File: src/rtl/generador_22_numeros_6bit_if.sv
// Stream bundle between the 22-member sequence generator and its consumer.
// The generator drives the word stream (master); the consumer drives the
// start request and the ready flag (slave).
// Optional macro GEN22_CUENTA_EN adds the 5-bit accepted-word counter Cuenta.
interface generador_22_numeros_6bit_if;
    logic       Inicio;
    logic       Listo;
    logic [5:0] Salida;
    logic       Valido;
    logic       Ocupado;
    logic       Hecho;
`ifdef GEN22_CUENTA_EN
    logic [4:0] Cuenta;

    modport master (
        input  Inicio, Listo,
        output Salida, Valido, Ocupado, Hecho, Cuenta
    );

    modport slave (
        output Inicio, Listo,
        input  Salida, Valido, Ocupado, Hecho, Cuenta
    );
`else
    modport master (
        input  Inicio, Listo,
        output Salida, Valido, Ocupado, Hecho
    );

    modport slave (
        output Inicio, Listo,
        input  Salida, Valido, Ocupado, Hecho
    );
`endif
endinterface

File: src/rtl/generador_22_numeros_6bit.sv
// Sequence generator for the 6-bit, 22-member number set feeding the
// comparator path. A start request scans candidates 0..63 one per cycle and
// streams every member in ascending order over a valid/ready handshake,
// finishing with a one-cycle Hecho pulse. REPETIR=1 restarts the scan after
// every completion until reset.
// Optional macro GEN22_CUENTA_EN adds the Cuenta port counting accepted words
// in the current pass.
module generador_22_numeros_6bit #(
    parameter bit REPETIR = 1'b0
) (
    input  logic                              i_Reloj,
    input  logic                              i_Reset,
    generador_22_numeros_6bit_if.master       io_bus
);

    typedef enum logic [1:0] {
        IDLE   = 2'd0,
        RUN    = 2'd1,
        DRENAR = 2'd2
    } estado_t;

    estado_t    r_estado;
    estado_t    w_estadoSig;
    logic [5:0] r_cand;
    logic [5:0] w_candSig;
    logic [5:0] r_salida;
    logic [5:0] w_salidaSig;
    logic       r_valido;
    logic       w_validoSig;
    logic       r_hecho;
    logic       w_hechoSig;
    logic       w_esMiembro;
    logic       w_avanza;
    logic       w_arranque;

    // Membership decode of the current candidate against the fixed 22-value set.
    always_comb begin
        w_esMiembro = 1'b0;
        case (r_cand)
            6'd1,  6'd2,  6'd3,  6'd5,  6'd10, 6'd12, 6'd13, 6'd15,
            6'd20, 6'd21, 6'd22, 6'd23, 6'd25, 6'd30, 6'd31, 6'd33,
            6'd35, 6'd36, 6'd50, 6'd51, 6'd52, 6'd53: w_esMiembro = 1'b1;
            default: w_esMiembro = 1'b0;
        endcase
    end

    // The scanner may only move when no word is stuck waiting for the
    // consumer; a start in IDLE is ignored during the Hecho cycle so a
    // request coinciding with completion never launches a new pass.
    assign w_avanza   = !r_valido || io_bus.Listo;
    assign w_arranque = (r_estado == IDLE) && io_bus.Inicio && !r_hecho;

    // Next-state and next-output logic for the scan/drain sequencer.
    always_comb begin
        w_estadoSig = r_estado;
        w_candSig   = r_cand;
        w_salidaSig = r_salida;
        w_validoSig = r_valido;
        w_hechoSig  = 1'b0;
        case (r_estado)
            IDLE: begin
                if (w_arranque) begin
                    w_estadoSig = RUN;
                    w_candSig   = 6'd0;
                end
            end
            RUN: begin
                if (w_avanza) begin
                    if (w_esMiembro) begin
                        w_salidaSig = r_cand;
                        w_validoSig = 1'b1;
                    end else begin
                        w_validoSig = 1'b0;
                    end
                    w_candSig = r_cand + 6'd1;
                    if (r_cand == 6'd63) begin
                        w_estadoSig = DRENAR;
                    end
                end
            end
            DRENAR: begin
                if (!(r_valido && !io_bus.Listo)) begin
                    w_validoSig = 1'b0;
                    w_hechoSig  = 1'b1;
                    w_candSig   = 6'd0;
                    if (REPETIR) begin
                        w_estadoSig = RUN;
                    end else begin
                        w_estadoSig = IDLE;
                    end
                end
            end
            default: begin
                w_estadoSig = IDLE;
                w_validoSig = 1'b0;
            end
        endcase
    end

    // State and output registers; reset aborts any pass and drops pending words.
    always_ff @(posedge i_Reloj or posedge i_Reset) begin
        if (i_Reset) begin
            r_estado <= IDLE;
            r_cand   <= 6'd0;
            r_salida <= 6'd0;
            r_valido <= 1'b0;
            r_hecho  <= 1'b0;
        end else begin
            r_estado <= w_estadoSig;
            r_cand   <= w_candSig;
            r_salida <= w_salidaSig;
            r_valido <= w_validoSig;
            r_hecho  <= w_hechoSig;
        end
    end

    assign io_bus.Salida  = r_salida;
    assign io_bus.Valido  = r_valido;
    assign io_bus.Hecho   = r_hecho;
    assign io_bus.Ocupado = (r_estado != IDLE);

`ifdef GEN22_CUENTA_EN
    logic [4:0] r_cuenta;
    logic [4:0] w_cuentaSig;
    logic       w_transfer;
    logic       w_limpiar;

    // Under REPETIR the restart edge coincides with Hecho rising, so the
    // counter is cleared one edge later (RUN while Hecho is high) to keep
    // the final count of 22 visible during the Hecho cycle.
    assign w_transfer = r_valido && io_bus.Listo;
    assign w_limpiar  = w_arranque || ((r_estado == RUN) && r_hecho);

    // Next value of the accepted-word counter.
    always_comb begin
        w_cuentaSig = r_cuenta;
        if (w_limpiar) begin
            w_cuentaSig = 5'd0;
        end else if (w_transfer) begin
            w_cuentaSig = r_cuenta + 5'd1;
        end
    end

    // Accepted-word counter register.
    always_ff @(posedge i_Reloj or posedge i_Reset) begin
        if (i_Reset) begin
            r_cuenta <= 5'd0;
        end else begin
            r_cuenta <= w_cuentaSig;
        end
    end

    assign io_bus.Cuenta = r_cuenta;
`endif

endmodule
File: src/flat_wrapper.sv
// flat-port wrapper written by rule: the top's interface ports become plain ports
module generador_22_numeros_6bit_flat 
#(
    parameter bit REPETIR = 1'b0
)
  (i_Reloj, i_Reset, io_bus_Inicio, io_bus_Listo, io_bus_Salida, io_bus_Valido, io_bus_Ocupado, io_bus_Hecho);
  generador_22_numeros_6bit_if io_bus_i ();
  input  logic i_Reloj;
  input  logic i_Reset;
  input wire logic [$bits(io_bus_i.Inicio)-1:0] io_bus_Inicio;
  input wire logic [$bits(io_bus_i.Listo)-1:0] io_bus_Listo;
  output wire logic [$bits(io_bus_i.Salida)-1:0] io_bus_Salida;
  output wire logic [$bits(io_bus_i.Valido)-1:0] io_bus_Valido;
  output wire logic [$bits(io_bus_i.Ocupado)-1:0] io_bus_Ocupado;
  output wire logic [$bits(io_bus_i.Hecho)-1:0] io_bus_Hecho;
  assign io_bus_i.Inicio = io_bus_Inicio;
  assign io_bus_i.Listo = io_bus_Listo;
  assign io_bus_Salida = io_bus_i.Salida;
  assign io_bus_Valido = io_bus_i.Valido;
  assign io_bus_Ocupado = io_bus_i.Ocupado;
  assign io_bus_Hecho = io_bus_i.Hecho;
  generador_22_numeros_6bit #(.REPETIR(REPETIR)) u_core (.i_Reloj(i_Reloj), .i_Reset(i_Reset), .io_bus(io_bus_i));
endmodule
File: config.mk
export PLATFORM = sky130hd
export DESIGN_NAME = generador_22_numeros_6bit_flat
export DESIGN_NICKNAME = d
export VERILOG_FILES = /design/src/rtl/generador_22_numeros_6bit_if.sv /design/src/rtl/generador_22_numeros_6bit.sv /design/src/flat_wrapper.sv
export SDC_FILE = /design/constraint.sdc
export NUM_CORES = 1
export LEC_CHECK = 0
export BUFFER_PORTS_ARGS = -buffer_cell sky130_fd_sc_hd__clkbuf_2
export CAP_MARGIN = 15
export CELL_PAD_IN_SITES_DETAIL_PLACEMENT = 1
export CELL_PAD_IN_SITES_GLOBAL_PLACEMENT = 1
export CORE_UTILIZATION = 39
export DETAILED_ROUTE_END_ITERATION = 12
export HOLD_SLACK_MARGIN = 0.1
export PLACE_DENSITY = 0.73
export SKIP_LAST_GASP = 1
export SLEW_MARGIN = 20
export SYNTH_ARGS = -nofsm -noshare
export SYNTH_HDL_FRONTEND = slang
export SYNTH_SLANG_ARGS = --single-unit
File: constraint.sdc
create_clock -name i_Reloj -period 2.2 [get_ports i_Reloj]
set_clock_uncertainty 0.1 [all_clocks]
set_input_delay 0.11 -clock i_Reloj [delete_from_list [all_inputs] [get_ports i_Reloj]]
set_output_delay 0.11 -clock i_Reloj [all_outputs]
set_load 0.01 [all_outputs]
==> results of run 1 <==
## cells in the final DEF, fill, tap and decap left out, types with 2 or more instances in the layout
cell type | netlist | final
inv_1 | 8 | 8
nand3_1 | 2 | 2
nand2_1 | 9 | 9
or2_2 | 2 | 2
clkbuf_4 | 0 | 3
ha_1 | 10 | 10
dfrtp_1 | 16 | 16
a21oi_1 | 3 | 3
a211oi_1 | 2 | 2
buf_4 | 2 | 15
nor2_1 | 5 | 5
o21ai_0 | 8 | 8
clkbuf_2 | 0 | 12
mux2_2 | 5 | 5
nand2b_1 | 6 | 6
a22o_1 | 5 | 5
## cell families (layout without fill, tap and decap cells)
group                    count (synthesis)  count (layout)  share of synthesized area [%]
multiplexers                             7               7                           7.67
buffers and inverters                   14              40                           5.67
AO/OA/AOI/OAI                           26              26                           20.4
adder cells (fa/ha/maj)                 10              10                           11.8
flip-flops                              16              16                           37.8
AND/OR/NAND/NOR                         33              33                           16.6
## through the flow
step                instance area [µm²]  std cells  total power, mW  worst slack [ns]
floorplan                          1060        106             1.05             0.108
global placement                   1220        155             1.32            0.0805
global route                       1300        162             1.73           -0.0427
finish                             1300        162             1.60            0.0516
detailed placement                 1220        155             1.38            0.0190
CTS                                1270        160             1.59           0.00270
## cell usage after synthesis
cell / number
a41o_1: 1
nor2b_1: 1
buf_4: 2
mux2_2: 5
o22ai_1: 1
and2_1: 1
a2bb2oi_1: 1
nor2_1: 5
a2111oi_4: 1
nand3_1: 2
and3b_1: 1
nand4_1: 1
or2_2: 2
nand3b_1: 1
dfrtp_1: 16
clkbuf_1: 4
nand2b_1: 6
a211oi_1: 2
o21ai_0: 8
nand2_1: 9
inv_1: 8
mux2_4: 1
a22o_1: 5
o31a_1: 1
nor3_1: 1
ha_1: 10
o2111ai_2: 1
nor3b_1: 1
and3_1: 1
o311ai_2: 1
and4b_1: 1
mux2i_1: 1
a311o_1: 1
a21oi_1: 3
## flip-flops by register name, indices dropped and copies added (netlist names)
name / count
u_core.io_bus.Salida: 6
u_core.r_cand: 6
u_core.r_estado: 2
u_core.io_bus.Hecho: 1
u_core.io_bus.Valido: 1
## tightest hold or removal path, stage by stage
cell and delay (ns):
clkbuf_2 0.09, nand2b_1 0.06, a2bb2oi_1 0.10, a21oi_1 0.15
## timing repair
item,4_1_cts,5_1_grt
hold endpoints to repair,16,0
hold buffers,1,0
gates resized for setup,0,1
setup buffers,0,2
endpoints found under the setup margin,0,4
## final timing paths
check | startpoint | endpoint | slack, ns
hold / removal | io_bus_Inicio | u_core.r_estado[1]$_DFFE_PP0P_ | 0.15
max in group asynchronous | i_Reset | u_core.r_cand[0]$_DFFE_PP0P_ | 1.27
setup reg to reg | u_core.r_cand[1]$_DFFE_PP0P_ | u_core.io_bus.Salida[0]$_DFFE_PP0P_ | 0.05
min in group asynchronous | i_Reset | u_core.io_bus.Valido$_DFFE_PP0P_ | 0.32
hold reg to reg | u_core.io_bus.Salida[1]$_DFFE_PP0P_ | u_core.io_bus.Salida[1]$_DFFE_PP0P_ | 0.43
setup / recovery | u_core.r_cand[1]$_DFFE_PP0P_ | u_core.io_bus.Salida[0]$_DFFE_PP0P_ | 0.05
## area by class of cell
type | instances | share of cell area (%)
clock buffers | 4 | 2.80
inverters | 8 | 2.31
multi-input cells | 76 | 47.1
flip-flops and latches | 16 | 30.9
well taps | 30 | 2.89
repair buffers | 28 | 14.1
## power groups by stage
stage / combinational (mW) / clock, mW / sequential (mW)
2_1_floorplan: 0.575 / 0 / 0.471
3_3_place_gp: 0.862 / 0 / 0.457
3_5_place_dp: 0.921 / 0 / 0.463
4_1_cts: 0.921 / 0.207 / 0.462
5_1_grt: 1.04 / 0.216 / 0.476
6_report: 0.940 / 0.199 / 0.464
## metal layers
layer | track usage [%] | share of wire (%) | up-vias
li1 | - | - | 428
met1 | 28.8 | 47 | 442
met2 | 39.0 | 50 | 21
met3 | 3.39 | 2.4 | 2
met4 | 6.41 | 0.54 | 0
met5 | 0 | 0 | -
==> out/results.tsv, run 1 <==
metric	value	unit
status	complete, no violations	
max-cap-violations	0	
cts_tree	done	
vdd_ir_drop_max	671	µV
drtPass1Iterations	4	
clockBufferDepth	2	
yosysSeqAreaShare	37.8	%
slowest_stage	dfrtp_1	
multi_input_area	611	µm²
hp-class	input port to flop	
fmax	465	MHz
drc	0	
clock-sinks	16	
overflow	0	
area_delta_synth_final	22.4	%
wire_per_inst	17.0	µm
drt-vias-per-instance	5.51	
hpwl	2090	µm
worstMarginPinSlew	0.636	ns
netlist_instances	106	
antenna_found_initial	0	
numPortBuffers	12	
grt_pass1_vias	955	
power_frac_seq	29.0	%
power.internal	0.919	mW
cts_root_buf	clkbuf_4	
pwr-share-comb	58.6	%
cp_cell_sequence	inv_1 -> ha_1 -> and4b_1 -> a311o_1 -> o2111ai_4 -> mux2_2	
finalMaxSlewViolations	0	
rows	18	
drive_gt1_share	31.8	%
clock_power_share	12.4	%
diodes	0	
drt_wl_total	2760	µm
power_switching_share	42.7	%
ant_nets	0	
critPathKind	flop to flop	
grtUsageTotal	22.6	%
hold_slack	0.150	ns
synth_nets	120	
powerDensity	1240	mW/mm²
startpoint_type	flop	
rsz0062_at_grt	yes	
core-area	0.00252	mm²
tns	0	ns
crit_fanout	6	
ys.warnings.count	0	
cp.depth	6	
nNetsFinal	147	
yosys.cell_types.count	34	
die_height	54.1	µm
synth.avg_cell_area	10.0	µm²
clock_latency	0.29	ns
numCtsBuffers	3	
yosysTopAreaCell	dfrtp_1	
vias	893	
finalHoldViolCount	0	
ys_seq_elements	16	
path_buf_inv	1	
grt_pass1_wl	4600	µm
htreeDepth	1	
crit_required	2.28	ns
setup_viol	0	
utilization	51.4	%
die_w	54.1	µm
hold_depth	4	
crit_family	compound AO/OA/AOI/OAI gates	
drtIter0Drc	12	
crit_path_end_kind	flop	
path_clk_slew	0.10	ns
crit_path_max_incr_delay	0.41	ns
arrival	2.23	ns
synth_top_area_share	37.8	%
slew_headroom	57.6	%
start_util	42.0	%
power.switching	0.684	mW
p_leak	0.632	nW
r2r_cells	6	
grt_max_degree	17	
die-area	0.00293	mm²
synthesis.area	0.00106	mm²
io_pins	13	
final-seq-area	400	µm²
final.min_clock_period	2.15	ns
synth.area.top_cells	dfrtp_1, ha_1, mux2_2	
place_congestion	0.806	
finalCritPeriodShare	97.7	%
n_fill_cell	302	
Note: power is estimated with default switching activity, not from simulation.
==> run 2: changes to the inputs <==
==> constraint.sdc (replaced) <==
create_clock -name i_Reloj -period 2.2 [get_ports i_Reloj]
set_clock_uncertainty 0.1 [all_clocks]
set_input_delay 0.66 -clock i_Reloj [delete_from_list [all_inputs] [get_ports i_Reloj]]
set_output_delay 0.66 -clock i_Reloj [all_outputs]
set_load 0.01 [all_outputs]
==> out/results.tsv, run 2 (synthesized netlist as in run 1, its figures left out) <==
metric	value	unit	change
wire_per_inst	17.0	µm	-0.11%
cts_tree	done		
final_area	0.00129	mm²	-0.77%
final.min_clock_period	2.13	ns	-0.0228 ns
ant_nets	0		unchanged
max-cap-violations	0		unchanged
clock_latency	0.29	ns	about the same
die_w	54.1	µm	unchanged
fmax	470	MHz	+1.1%
drive_gt1_share	32.1	%	+0.24 points
hold_slack	0.318	ns	+0.167 ns
startpoint_type	flop		
drt-vias-per-instance	5.43		-1.4%
critPathKind	flop to flop		
die_height	54.1	µm	unchanged
diodes	0		unchanged
drtIter0Drc	9		-3
finalHoldViolCount	0		unchanged
vdd_ir_drop_max	739	µV	+10%
die-area	0.00293	mm²	unchanged
crit_path_end_kind	flop		
setup_viol	0		unchanged
drtPass1Iterations	4		unchanged
crit_required	2.29	ns	about the same
cts_root_buf	clkbuf_4		
hp-class	input port to async pin		
dpl_cell_area	0.00123	mm²	+0.61%
core-area	0.00252	mm²	unchanged
nNetsFinal	146		-0.68%
numCtsBuffers	3		unchanged
status	complete, no violations		
layout_common_cells	dfrtp_1, buf_4, clkbuf_2		
io_pins	13		unchanged
vias	875		-2.0%
arrival	2.21	ns	-0.02 ns
clockBufferDepth	2		unchanged
hpwl	2030	µm	-2.9%
crit_fanout	6		unchanged
cts_hold_buf	0		-1
htreeDepth	1		unchanged
finalCritPeriodShare	96.6	%	-1.0 points
area_delta_synth_final	21.5	%	
antenna_found_initial	0		unchanged
grt_pass1_vias	913		-4.4%
finalMaxSlewViolations	0		unchanged
rows	18		unchanged
start_util	42.0	%	unchanged
rsz0062_at_grt	no		
grt_max_degree	17		unchanged
tns	0	ns	unchanged
powerDensity	1250	mW/mm²	+1.4%
worstMarginPinSlew	0.651	ns	+0.0153 ns
path_clk_slew	0.11	ns	about the same
grt_pass1_wl	4350	µm	-5.4%
final_common_cell	dfrtp_1		
p_leak	0.628	nW	-0.64%
numPortBuffers	12		unchanged
slew_headroom	56.5	%	-1.0 points
clock-sinks	16		unchanged
drt_wl_total	2740	µm	-0.73%
drc	0		unchanged
place_congestion	0.762		-5.5%
grtUsageTotal	21.8	%	-0.80 points
overflow	0		unchanged
-- run 2: cell types whose count changed in the layout (fill, tap and decap cells not counted) --
cell,change
dlygate4sd3_1,-1
-- run 2: through the flow --
stage,power [mW],utilization [%],cells,worst slack (ns)
2_1_floorplan,1.05,-,106,0.108
3_3_place_gp,1.32,48.9,156,0.0898
3_5_place_dp,1.38,48.9,156,0.00214
4_1_cts,1.61,50.7,160,0.0430
5_1_grt,1.73,51.0,161,0.00217
6_report,1.61,51.0,161,0.0744
-- run 2: worst max-delay path: stages, from the launching register on --
cell and delay [ns]:
dfrtp_1 0.40, inv_1 0.09, ha_1 0.19, and4b_1 0.19, a311o_1 0.38, o2111ai_4 0.29
mux2_2 0.38
-- run 2: repair_timing --
item	CTS	global route
pin swaps	0	2
endpoints found under the setup margin	3	4
resized for setup	1	0
setup buffers	0	1
cloned	0	0
-- run 2: worst paths after layout --
check | slack, ns | cells past startpoint | end | startpoint
max | 0.07 | 6 | u_core.io_bus.Salida[2]$_DFFE_PP0P_ | u_core.r_cand[1]$_DFFE_PP0P_
min | 0.32 | 2 | u_core.io_bus.Salida[1]$_DFFE_PP0P_ | i_Reset
max reg2reg | 0.07 | 6 | u_core.io_bus.Salida[2]$_DFFE_PP0P_ | u_core.r_cand[1]$_DFFE_PP0P_
min reg2reg | 0.44 | 2 | u_core.io_bus.Valido$_DFFE_PP0P_ | u_core.io_bus.Valido$_DFFE_PP0P_
max in group asynchronous | 1.26 | 2 | u_core.io_bus.Hecho$_DFF_PP0_ | i_Reset
min in group i_Reloj | 0.44 | 2 | u_core.io_bus.Valido$_DFFE_PP0P_ | u_core.io_bus.Valido$_DFFE_PP0P_
-- run 2: routing by layer --
| metal | wire length, µm | track usage [%] | vias to the layer above |
|---|---|---|---|
| li1 | - | - | 425 |
| met1 | 1260 | 27.9 | 427 |
| met2 | 1360 | 36.8 | 17 |
| met3 | 75 | 4.24 | 6 |
| met4 | 38 | 6.41 | 0 |
| met5 | 0 | 0 | - |
-- run 2: cell type report --
cell class,count,area [µm²]
clock buffers,4,36.3
fillers,293,1230
inverters,8,30.0
multi-input cells,76,611
flip-flops and latches,16,400
well taps,30,37.5
repair buffers,27,173
-- run 2: where the power goes --
| group | total [mW] | internal, mW | switching (mW) |
|---|---|---|---|
| Clock | 0.201 | 0.101 | 0.0998 |
| Combinational | 0.956 | 0.444 | 0.512 |
| Sequential | 0.457 | 0.383 | 0.0734 |
| Total | 1.61 | 0.928 | 0.685 |
==> run 3: changes to the inputs <==
RECOVER_POWER = 100   (was not set)
clock period = 1.7 ns   (was 2.2 ns; I/O delays follow)
==> out/results.tsv, run 3 (synthesized netlist as in run 1, its figures left out) <==
metric	value	unit	change
die_height	54.1	µm	unchanged
arrival	2.21	ns	about the same
crit_required	1.78	ns	-0.51 ns
setup_ws	-0.424	ns	-0.498 ns
final_cells	189		+17%
top_layer	met4		
cp_cell_sequence	buf_4 -> ha_1 -> nor3b_2 -> a2111oi_4 -> o2111ai_4 -> mux2_2		
hpwl	2170	µm	+7.1%
grtUsageTotal	26.8	%	+5.0 points
wire_per_inst	21.0	µm	+23%
finalHoldViolCount	0		unchanged
io_pins	13		unchanged
p_leak	0.759	nW	+21%
htreeDepth	1		unchanged
drtIter0Drc	14		+5
path_buf_inv	1		unchanged
grt_max_degree	17		unchanged
grt_pass1_vias	1041		+14%
powerDensity	1730	mW/mm²	+38%
max-cap-violations	0		unchanged
clock-sinks	16		unchanged
area_delta_synth_final	60.9	%	
core-area	0.00252	mm²	unchanged
antenna_found_initial	0		unchanged
rsz0062_at_grt	yes		
drive_gt1_share	55.3	%	+23 points
numPortBuffers	12		unchanged
failed_checks	negative setup slack		
drc	0		unchanged
vdd_ir_drop_max	1040	µV	+40%
vias	1018		+16%
drtPass1Iterations	4		unchanged
crit_family	flip-flops		
fmax	471	MHz	about the same
startpoint_type	flop		
ant_nets	0		unchanged
grt_pass1_wl	5230	µm	+20%
finalCritPeriodShare	125	%	+28 points
numCtsBuffers	3		unchanged
drt-vias-per-instance	5.39		-0.89%
crit_fanout	6		unchanged
nNetsFinal	174		+19%
finalMaxSlewViolations	0		unchanged
die-area	0.00293	mm²	unchanged
cts_root_buf	clkbuf_4		
final_common_cell	buf_4		
status	finished with violations		
hold_slack	0.382	ns	+0.0647 ns
cts_tree	done		
slowest_stage	dfrtp_2		
rows	18		unchanged
path_clk_slew	0.10	ns	about the same
clock_latency	0.29	ns	about the same
p_total	2.95	mW	+83%
met2RoutedLength	2210	µm	+62%
final.min_clock_period	2.12	ns	-0.00193 ns
overflow	0		unchanged
worstMarginPinSlew	0.940	ns	+0.289 ns
hp-class	input port to async pin		
setup_viol	15		+15
setup.worst_path.start	u_core.r_cand[1]$_DFFE_PP0P_		
dr_wl_met3	54	µm	-28%
die_w	54.1	µm	unchanged
cts_hold_buf	0		unchanged
layout_common_cells	buf_4, dfrtp_1, clkbuf_1		
place_congestion	0.741		-2.7%
routedLengthMet1	1620	µm	+28%
crit_path_max_incr_delay	0.48	ns	+0.08 ns
critPathKind	flop to flop		
crit_path_end_kind	flop		
start_util	42.0	%	unchanged
diodes	0		unchanged
clockBufferDepth	2		unchanged
dpl.cell_count	170		+9.0%
crit-reg2reg-launch	u_core.r_cand[1]$_DFFE_PP0P_		
slew_headroom	37.3	%	-19 points
drt_wl_total	3970	µm	+45%
## run 3: metrics by stage
step | util [%] | setup slack (ns) | area, µm² | setup TNS, ns
after floorplan | - | -0.294 | 1090 | -1.43
after global placement | 53.8 | -0.303 | 1360 | -1.81
after detailed placement | 53.8 | -0.403 | 1360 | -2.58
after CTS | 63.2 | -0.411 | 1600 | -2.48
after global routing | 67.6 | -0.466 | 1710 | -4.02
final | 67.6 | -0.424 | 1710 | -3.01
## run 3: path summary, 6_finish.rpt
path / depth (start not counted) / slack, ns / to
worst min register to register: 1 / 0.42 / u_core.io_bus.Salida[2]$_DFFE_PP0P_
worst min-delay path: 3 / 0.38 / u_core.io_bus.Hecho$_DFF_PP0_
worst max register to register: 6 / -0.42 / u_core.io_bus.Salida[3]$_DFFE_PP0P_
min in group i_Reloj: 1 / 0.42 / u_core.io_bus.Salida[2]$_DFFE_PP0P_
worst max-delay path: 6 / -0.42 / u_core.io_bus.Salida[3]$_DFFE_PP0P_
max in group asynchronous: 3 / 0.48 / u_core.r_cand[0]$_DFFE_PP0P_
## run 3: layout make-up
type                            instances  area (µm²)
Fill cell                             277         817
Multi-Input combinational cell         76         803
Sequential cell                        16         404
Timing Repair Buffer                   55         402
Tap cell                               30        37.5
Inverter                                8        32.5
Clock buffer                            4        26.3
## run 3: timing repair
| item | 4_1_cts | 5_1_grt |
|---|---|---|
| resized for setup | 28 | 27 |
| setup buffers | 14 | 2 |
| cloned | 1 | 0 |
| endpoints found under the hold margin | 0 | 0 |
| pin swaps | 7 | 11 |
| setup endpoints to repair | 13 | 16 |
## run 3: power breakdown
| group | switching (mW) | internal [mW] | leakage [nW] |
|---|---|---|---|
| Clock | 0.129 | 0.0913 | 0.0150 |
| Sequential | 0.142 | 0.501 | 0.209 |
| Combinational | 0.982 | 1.10 | 0.536 |
| Total | 1.25 | 1.69 | 0.759 |
## run 3: metal layers
layer  track usage, %  up-vias
met5                0        -
met4             10.7        0
met3             3.39        8
met2             50.0       15
met1             30.2      513
li1                 -      482
## run 3: worst min-delay path, stage by stage
cell	delay, ns
clkbuf_2	0.09
inv_1	0.05
clkbuf_1	0.70
